===== config.mk =====
export PLATFORM = sky130hd
export DESIGN_NAME = progmem_loader
export DESIGN_NICKNAME = d
export VERILOG_FILES = /design/src/rtl/progmem_loader_pkg.sv /design/src/rtl/loader_frame_fsm.sv /design/src/rtl/progmem_loader.sv
export SDC_FILE = /design/constraint.sdc
export NUM_CORES = 1
export LEC_CHECK = 0
export BUFFER_PORTS_ARGS = -buffer_cell sky130_fd_sc_hd__buf_2
export CAP_MARGIN = 20
export CORE_AREA = 2 2 106 77
export DETAILED_ROUTE_END_ITERATION = 10
export DIE_AREA = 0 0 108 79
export SETUP_SLACK_MARGIN = 0.02
export SLEW_MARGIN = 0
export SYNTH_ARGS = -nofsm -noshare
export SYNTH_HDL_FRONTEND = slang
export SYNTH_SLANG_ARGS = --single-unit

===== constraint.sdc =====
create_clock -name clk -period 3.4 [get_ports clk]
set_input_delay 0.34 -clock clk [delete_from_list [all_inputs] [get_ports clk]]
set_output_delay 0.34 -clock clk [all_outputs]
set_load 0.1 [all_outputs]

===== src/rtl/progmem_loader_pkg.sv =====
// rtl/progmem_loader_pkg.sv - shared types and constants for the program-memory loader
//
// Purpose: the loader frame-state enum, the stream byte width, and the default
// instruction/address widths. The defaults are also used by the CPU's program memory.
package progmem_loader_pkg;

  localparam int FRAME_W         = 8;
  localparam int DEFAULT_INSTR_W = 16;
  localparam int DEFAULT_ADDR_W  = 10;

  typedef enum logic [2:0] {
    LEN_HI,
    LEN_LO,
    DATA_HI,
    DATA_LO,
    CHECK,
    RUN,
    ERR
  } loader_state_e;

endpackage


===== src/rtl/loader_frame_fsm.sv =====
// rtl/loader_frame_fsm.sv - frame parser: state, word counter, byte assembly
//
// Purpose: parses the frame {N_hi, N_lo, (hi, lo) x N [, checksum]}.
// It raises a one-cycle combinational write request in the cycle the low byte
// of each word transfers. The top registers that request onto the program-memory port.
// Optional: LOADER_CHECKSUM_EN adds the trailing XOR checksum byte (state CHECK).
// Ports:
//   clk, reset           - clock, synchronous active-high reset
//   in_valid, in_data    - byte stream from the source
//   in_ready             - decoded from the registered state only
//   state                - current frame state (registered)
//   wr_en/wr_addr/wr_data - write request, valid in the DATA_LO transfer cycle
module loader_frame_fsm
  import progmem_loader_pkg::*;
#(
  parameter int INSTR_W = DEFAULT_INSTR_W,
  parameter int ADDR_W  = DEFAULT_ADDR_W
) (
  input  logic                clk,
  input  logic                reset,
  input  logic                in_valid,
  input  logic [FRAME_W-1:0]  in_data,
  output logic                in_ready,
  output loader_state_e       state,
  output logic                wr_en,
  output logic [ADDR_W-1:0]   wr_addr,
  output logic [INSTR_W-1:0]  wr_data
);

  localparam int CNT_W = ADDR_W + 1;
  // Largest legal word count; 17 bits so that a full 2^16-word space would still compare.
  localparam logic [16:0] MAX_N = 17'(1) << ADDR_W;

`ifdef LOADER_CHECKSUM_EN
  localparam loader_state_e AFTER_DATA = CHECK;
`else
  localparam loader_state_e AFTER_DATA = RUN;
`endif

  loader_state_e      state_q, state_d;
  logic [7:0]         len_hi_q, len_hi_d;
  logic [CNT_W-1:0]   len_q, len_d;
  logic [CNT_W-1:0]   cnt_q, cnt_d;
  logic [7:0]         hi_q, hi_d;
  logic               xfer;
  logic [15:0]        n_full;
`ifdef LOADER_CHECKSUM_EN
  logic [7:0]         csum_q, csum_d;
`endif

  always_comb begin
    in_ready = 1'b0;
    case (state_q)
      LEN_HI, LEN_LO, DATA_HI, DATA_LO: in_ready = 1'b1;
`ifdef LOADER_CHECKSUM_EN
      CHECK:                            in_ready = 1'b1;
`endif
      default:                          in_ready = 1'b0;
    endcase
  end

  always_comb begin
    xfer     = in_valid && in_ready;
    n_full   = {len_hi_q, in_data};
    state_d  = state_q;
    len_hi_d = len_hi_q;
    len_d    = len_q;
    cnt_d    = cnt_q;
    hi_d     = hi_q;
    wr_en    = 1'b0;
    wr_addr  = cnt_q[ADDR_W-1:0];
    wr_data  = INSTR_W'({hi_q, in_data});
`ifdef LOADER_CHECKSUM_EN
    // Running XOR of every frame byte; the CHECK byte itself is compared, not folded in.
    csum_d   = xfer ? (csum_q ^ in_data) : csum_q;
`endif
    case (state_q)
      LEN_HI: if (xfer) begin
        len_hi_d = in_data;
        state_d  = LEN_LO;
      end
      LEN_LO: if (xfer) begin
        // Only the low CNT_W bits are kept; any count that needs more is rejected.
        len_d = n_full[CNT_W-1:0];
        if (n_full == 16'd0)
          state_d = AFTER_DATA;
        else if ({1'b0, n_full} > MAX_N)
          state_d = ERR;
        else
          state_d = DATA_HI;
      end
      DATA_HI: if (xfer) begin
        hi_d    = in_data;
        state_d = DATA_LO;
      end
      DATA_LO: if (xfer) begin
        wr_en   = 1'b1;
        cnt_d   = cnt_q + CNT_W'(1);
        state_d = (cnt_d == len_q) ? AFTER_DATA : DATA_HI;
      end
`ifdef LOADER_CHECKSUM_EN
      CHECK: if (xfer) begin
        state_d = (in_data == csum_q) ? RUN : ERR;
      end
`endif
      default: ;
    endcase
  end

  always_ff @(posedge clk) begin
    if (reset) begin
      state_q  <= LEN_HI;
      len_hi_q <= '0;
      len_q    <= '0;
      cnt_q    <= '0;
      hi_q     <= '0;
`ifdef LOADER_CHECKSUM_EN
      csum_q   <= '0;
`endif
    end else begin
      state_q  <= state_d;
      len_hi_q <= len_hi_d;
      len_q    <= len_d;
      cnt_q    <= cnt_d;
      hi_q     <= hi_d;
`ifdef LOADER_CHECKSUM_EN
      csum_q   <= csum_d;
`endif
    end
  end

  assign state = state_q;

endmodule


===== src/rtl/progmem_loader.sv =====
// rtl/progmem_loader.sv - boot-time program-memory writer that holds the CPU in reset
//
// Purpose: takes a byte stream and writes 16-bit words to program memory from address 0.
// It releases cpu_reset one cycle after the final write.
// Optional: define LOADER_CHECKSUM_EN to require a trailing XOR checksum byte.
// Ports:
//   clk, reset                 - clock, synchronous active-high reset
//   in_valid, in_data, in_ready - byte stream handshake
//   pm_we, pm_addr, pm_wdata   - program-memory write port (one-cycle pulses)
//   cpu_reset                  - high during reset, load and error
//   done                       - load complete, CPU running
//   err                        - frame rejected
module progmem_loader
  import progmem_loader_pkg::*;
#(
  parameter int INSTR_W = DEFAULT_INSTR_W,
  parameter int ADDR_W  = DEFAULT_ADDR_W
) (
  input  logic               clk,
  input  logic               reset,
  input  logic               in_valid,
  input  logic [7:0]         in_data,
  output logic               in_ready,
  output logic               pm_we,
  output logic [ADDR_W-1:0]  pm_addr,
  output logic [INSTR_W-1:0] pm_wdata,
  output logic               cpu_reset,
  output logic               done,
  output logic               err
);

  loader_state_e      state;
  logic               wr_en;
  logic [ADDR_W-1:0]  wr_addr;
  logic [INSTR_W-1:0] wr_data;

  logic               pm_we_q, pm_we_d;
  logic [ADDR_W-1:0]  pm_addr_q, pm_addr_d;
  logic [INSTR_W-1:0] pm_wdata_q, pm_wdata_d;
  logic               cpu_reset_q, cpu_reset_d;
  logic               done_q, done_d;
  logic               err_q, err_d;

  loader_frame_fsm #(
    .INSTR_W (INSTR_W),
    .ADDR_W  (ADDR_W)
  ) u_fsm (
    .clk      (clk),
    .reset    (reset),
    .in_valid (in_valid),
    .in_data  (in_data),
    .in_ready (in_ready),
    .state    (state),
    .wr_en    (wr_en),
    .wr_addr  (wr_addr),
    .wr_data  (wr_data)
  );

  // Status flags are registered from the state, which puts the cpu_reset fall
  // one cycle after the last pm_we pulse, when memory is already stable.
  always_comb begin
    pm_we_d     = wr_en;
    pm_addr_d   = wr_en ? wr_addr : pm_addr_q;
    pm_wdata_d  = wr_en ? wr_data : pm_wdata_q;
    cpu_reset_d = (state != RUN);
    done_d      = (state == RUN);
    err_d       = (state == ERR);
  end

  always_ff @(posedge clk) begin
    if (reset) begin
      pm_we_q     <= 1'b0;
      pm_addr_q   <= '0;
      pm_wdata_q  <= '0;
      cpu_reset_q <= 1'b1;
      done_q      <= 1'b0;
      err_q       <= 1'b0;
    end else begin
      pm_we_q     <= pm_we_d;
      pm_addr_q   <= pm_addr_d;
      pm_wdata_q  <= pm_wdata_d;
      cpu_reset_q <= cpu_reset_d;
      done_q      <= done_d;
      err_q       <= err_d;
    end
  end

  assign pm_we     = pm_we_q;
  assign pm_addr   = pm_addr_q;
  assign pm_wdata  = pm_wdata_q;
  assign cpu_reset = cpu_reset_q;
  assign done      = done_q;
  assign err       = err_q;

endmodule

# Yosys cells after proc, flatten, opt, wreduce, memory -nomap -nowiden
# Cells that the tools add are included.
# word_totals
register_bits,71
in_bits,11
output_inout_bits,31
wordCells,45
# op_classes
n_addsub,1
order_cmp,1
n_eq_ne,11
n_mux,11
reduce_logical,10
# op_table
operator,count
$mux 3,7
$gt 16x11->1 const B,1
$logic_not 16->1,1
$pmux 3 s4,1
$add 11x1->11 const B,1
$eq 11x11->1,1
$ne 2x1->1 const B,4
$reduce_and 2->1,4
$eq 3x2->1 const B,2
$eq 3x3->1 const B,2
$reduce_and 5->1,1
$reduce_bool 4->1,1
$reduce_or 4->1,1
$eq 3x1->1 const B,1
$logic_not 3->1,1
$mux 1,3
$ne 3x3->1 const B,1
$logic_and 1x1->1,1

# Depth between registers and ports, before layout
# depth
ltp_word,6
ltp_mapped,7
depth_no_buf,7

# Cells and area by module
# A second synthesis with hierarchy kept.
# hier_totals
hier_cells,377
hier_area_um2,3255.6
# modules_own_cells
module,instances,cells_each,area_per_inst_um2,seq_area_each_um2
loader_frame_fsm,1,285,2198.4,820.8
progmem_loader,1,92,1057.3,600.6

# Least setup slack after synthesis
# OpenSTA, ideal clock, no wires.
# synth_timing
path_type,reg-to-reg
start,register u_fsm.state_q[2] (netlist: u_fsm.state[2])
end,register u_fsm.hi_q[7]
setup_ns,0.128
arrival_ns,1.845
t_required_ns,3.272
setup_slack_ns,1.428
stages_incl_launch_ff,6
n_path_buf,0
period_less_slack_ns,1.972
path_cell_list,dfxtp_1 -> inv_1 -> nand2_1 -> nor2_2 -> mux2i_1 -> nor2_1
# synth_between
elab_chain_cells,5
word_cells_on_any_way,8
cone_classes,eq/ne: 3; mux: 1; reduce/logical: 4
# synth_lines
element,line,source
"start, declared",loader_frame_fsm.sv:40,"loader_state_e state_q, state_d;"
"start signal, assigned",loader_frame_fsm.sv:121,state_q <= state_d;
$eq 3x1->1 (tied with other cells),loader_frame_fsm.sv:53,case (state_q)
$reduce_or 4->1 *,loader_frame_fsm.sv:53,
$mux 1 *,loader_frame_fsm.sv:53,
net in_ready,progmem_loader.sv:23,"output logic in_ready,"
$logic_and 1x1->1 *,loader_frame_fsm.sv:63,xfer = in_valid && in_ready;
$reduce_and 2->1 (no source line) *,--,
"end signal, assigned",loader_frame_fsm.sv:125,hi_q <= hi_d;
"end, declared",loader_frame_fsm.sv:44,"logic [7:0] hi_q, hi_d;"
# The timed path passes the listed nets; every way through them passes the cells marked *.
# A chain may end at the register's enable or synchronous reset.

# Worst setup path in the final report
# layout_timing
start,register u_fsm.state_q[2] (netlist: u_fsm.state[2])
end,register u_fsm.cnt_q[4]
# layout_between
elab_chain_cells,5
word_cells_on_any_way,8
cone_classes,eq/ne: 3; mux: 1; reduce/logical: 4
# layout_lines
element,line,source
$eq 3x1->1 (tied with other cells),loader_frame_fsm.sv:53,
$reduce_or 4->1,loader_frame_fsm.sv:53,
$mux 1,loader_frame_fsm.sv:53,
$logic_and 1x1->1,loader_frame_fsm.sv:63,
$reduce_and 2->1 (no source line) *,--,
"end signal, assigned",loader_frame_fsm.sv:124,cnt_q <= cnt_d;
"end, declared",loader_frame_fsm.sv:43,"logic [CNT_W-1:0] cnt_q, cnt_d;"
# Mark *: on every way between the ends. The rest lies on a longest branch, timed or not.

==> impl_metrics.ini <==
[timing]
slew_headroom_pct = 39.34
slew_viol_final = 0
final.period_utilization_pct = 64.72
tns_ns = 0
setup_slack_ns = 1.200
fin_crit_ns = 2.200
rsz0062_at_grt = false
setup_viol = 0
finalHoldViolCount = 0
worst_pin_slew_ns = 0.9030
max_freq_mhz = 454.5
skew_ns = 0.005398

[yosys]
synth_top_family_by_area = simple AND/OR/NAND/NOR gates
yosys.area.top_type = dfxtp_1
synthCells = 365
synth_warnings = 0
yosys-top-cells-area = dfxtp_1 (48%), nand2_1 (13%), a21oi_1 (9.0%), xnor2_1 (3.8%), nor2_1 (3.4%)
synth-async-reset-ratio_pct = 0
synthesis.area_um2 = 2958
synth_fp_nets = 377
synth.area.mux_share_pct = 2.707
synthAdderAreaFrac_pct = 0.4230
synth_edf_count = 0
synth_ff_type = dfxtp_1
synth_xor_area_share_pct = 6.514
yosys_register_bits = 71
yosys.area_share.simple_pct = 26.02
yosysUniqueCellTypes = 41
ys_seq_area_share_pct = 48.05
synth_area_per_cell_um2 = 8.104
synth_compound_area_share_pct = 12.14
synth_top_area_share_pct = 48.05

[critical_path]
path_buf_inv = 0
cp_max_fo = 37
rrSetupSlack_ns = 1.20
slowest_delay_ns = 0.71
critPathCaptureType = register
crit_cells = 4
worstSetupStartpointType = register
crit_required_ns = 3.66
critPathTopFamily = simple AND/OR/NAND/NOR gates
cp.arrival_ns = 2.46
path_cells = and2b_1 -> nand3_2 -> or3_2 -> a21oi_1
rr_worst_depth = 4
cpMaxStageDelayCell = or3_2
path_class = register to register

[die]
die_area_um2 = 8532
rows = 27
die_w_um = 108
core_region_area_um2 = 7601
initial_core_util_pct = 38.91
die_h_um = 79
ios = 42

[clock_tree]
cts_buffer_depth = 2
path_clk_slew_ns = 0.08
holdBufCountCts = 0
cts_inserted_buffers = 9
cts-root-buf = clkbuf_8
clkLatencyLatePin_ns = 0.34
cts_setup_buffers = 0
cts-resized-gates = 0
htreeDepth = 3
tritoncts_num_sinks = 71
cts_tree = built

[finish]
drive_gt1_share_pct = 17.00
layout_common_cells = nand2_1 (103), dfxtp_1 (71), a21oi_1 (53), buf_2 (41), nor2_1 (27)
final_nets = 407
diodes = 0
syn2layout_area_growth_pct = 13.87
final_common_cell = nand2_1

[global_route]
grt_use_total_pct = 16.72
antenna_found_initial = 0
grt_pass1_wl_um = 10960
grt_pass1_vias = 2223
grt_max_degree = 44
grt-ovfl-total = 0

[power_and_ir_drop]
leakage_uw = 0.001239
peakVddDrop_mv = 0.2799
p_per_area_nw_per_um2 = 467.2

[routing]
vias = 2483
first_iter_violations = 101
routed_wl_um = 6729
antenna_left = 0
drtPass1Iterations = 4
wl_per_cell_um = 13.43
viasPerCell = 4.956
drc = 0

[flow_run]
drv_cap = 0

[worst_hold_path]
holdPathStages = 3
min_path_type = input port to register

[status]
status = finished clean

[placed_design]
gp_congestion = 0.8059
place_hpwl_um = 4491
post-place-ws_ns = 1.167
io_buffers = 41
final timing paths:
| check | start | end |
|---|---|---|
| worst max-delay path | u_fsm.state[2] | u_fsm.cnt_q[4] |
| worst min register to register | u_fsm.hi_q[2] | pm_wdata[10] |
| worst max register to register | u_fsm.state[2] | u_fsm.cnt_q[4] |
| worst min-delay path | in_data[7] | u_fsm.len_hi_q[7] |
metrics by stage:
step	power (uW)	instance area, um2	util, %	hold WS (ns)	std cells
after CTS	1595	3368	44.31	0.2671	501
after floorplan	962.8	2958	-	0.4313	365
after global placement	993.9	3193	42.01	0.4431	485
after detailed placement	995.9	3193	42.01	0.4459	485
final	1574	3368	44.31	0.2827	501
after global routing	1654	3368	44.31	0.2779	501
synth_stat cells (2+ instances only):
cell / n
nand3_2: 3
xor2_1: 9
dfxtp_1: 71
buf_2: 4
a21oi_1: 53
nor2_1: 27
clkbuf_1: 13
buf_1: 3
nand3_1: 5
nor4_1: 4
nand4_1: 4
and3_1: 3
buf_4: 2
nand2_1: 103
inv_1: 3
nor3_1: 4
nand2b_1: 2
mux2i_1: 8
o21ai_0: 7
xnor2_1: 13
or3_1: 4
layer usage:
metal	wire [um]	share of wire [%]	GRT usage [%]
met2	3025	45	25.53
met3	279	4.1	6.076
met5	0	0	0
met1	3338	50	22.14
met4	85	1.3	5.000
layout make-up:
class | instances | area (um2)
clock buffers | 11 | 141.4
clock inverters | 5 | 33.78
repair buffers | 43 | 220.2
well taps | 101 | 126.4
fillers | 786 | 4233
multi-input cells | 267 | 1414
inverters | 3 | 11.26
flip-flops and latches | 71 | 1421
kinds of logic (layout without fill, tap and decap cells):
kind of cell,Yosys count,after routing
adders and majority gates,1,1
and+or+nand+nor,170,170
AOI/OAI and AO/OA,66,66
buffers and inverters,27,62
muxes,8,8
DFF,71,71
xor gates and xnor gates,22,22
worst min-delay path, delay by kind of cell:
family	cells	cell delay, ns
AO/OA/AOI/OAI	1	0.05
AND/OR/NAND/NOR	1	0.06
buffers and inverters	1	0.13
flip-flops by register name (all words and copies together), names as in the netlist:
| name | cells |
|---|---|
| done | 1 |
| u_fsm.state | 3 |
| u_fsm.len_hi_q | 8 |
| pm_we | 1 |
| err | 1 |
| pm_addr | 10 |
| cpu_reset | 1 |
| u_fsm.cnt_q | 11 |
| pm_wdata | 16 |
| u_fsm.len_q | 11 |
| u_fsm.hi_q | 8 |
where the power goes:
part,internal (uW),total (uW),switching [uW]
logic,34.7,114,79.2
registers,848,863,14.9
clock network,283,597,313
Note: power is estimated with default switching activity, not from simulation.
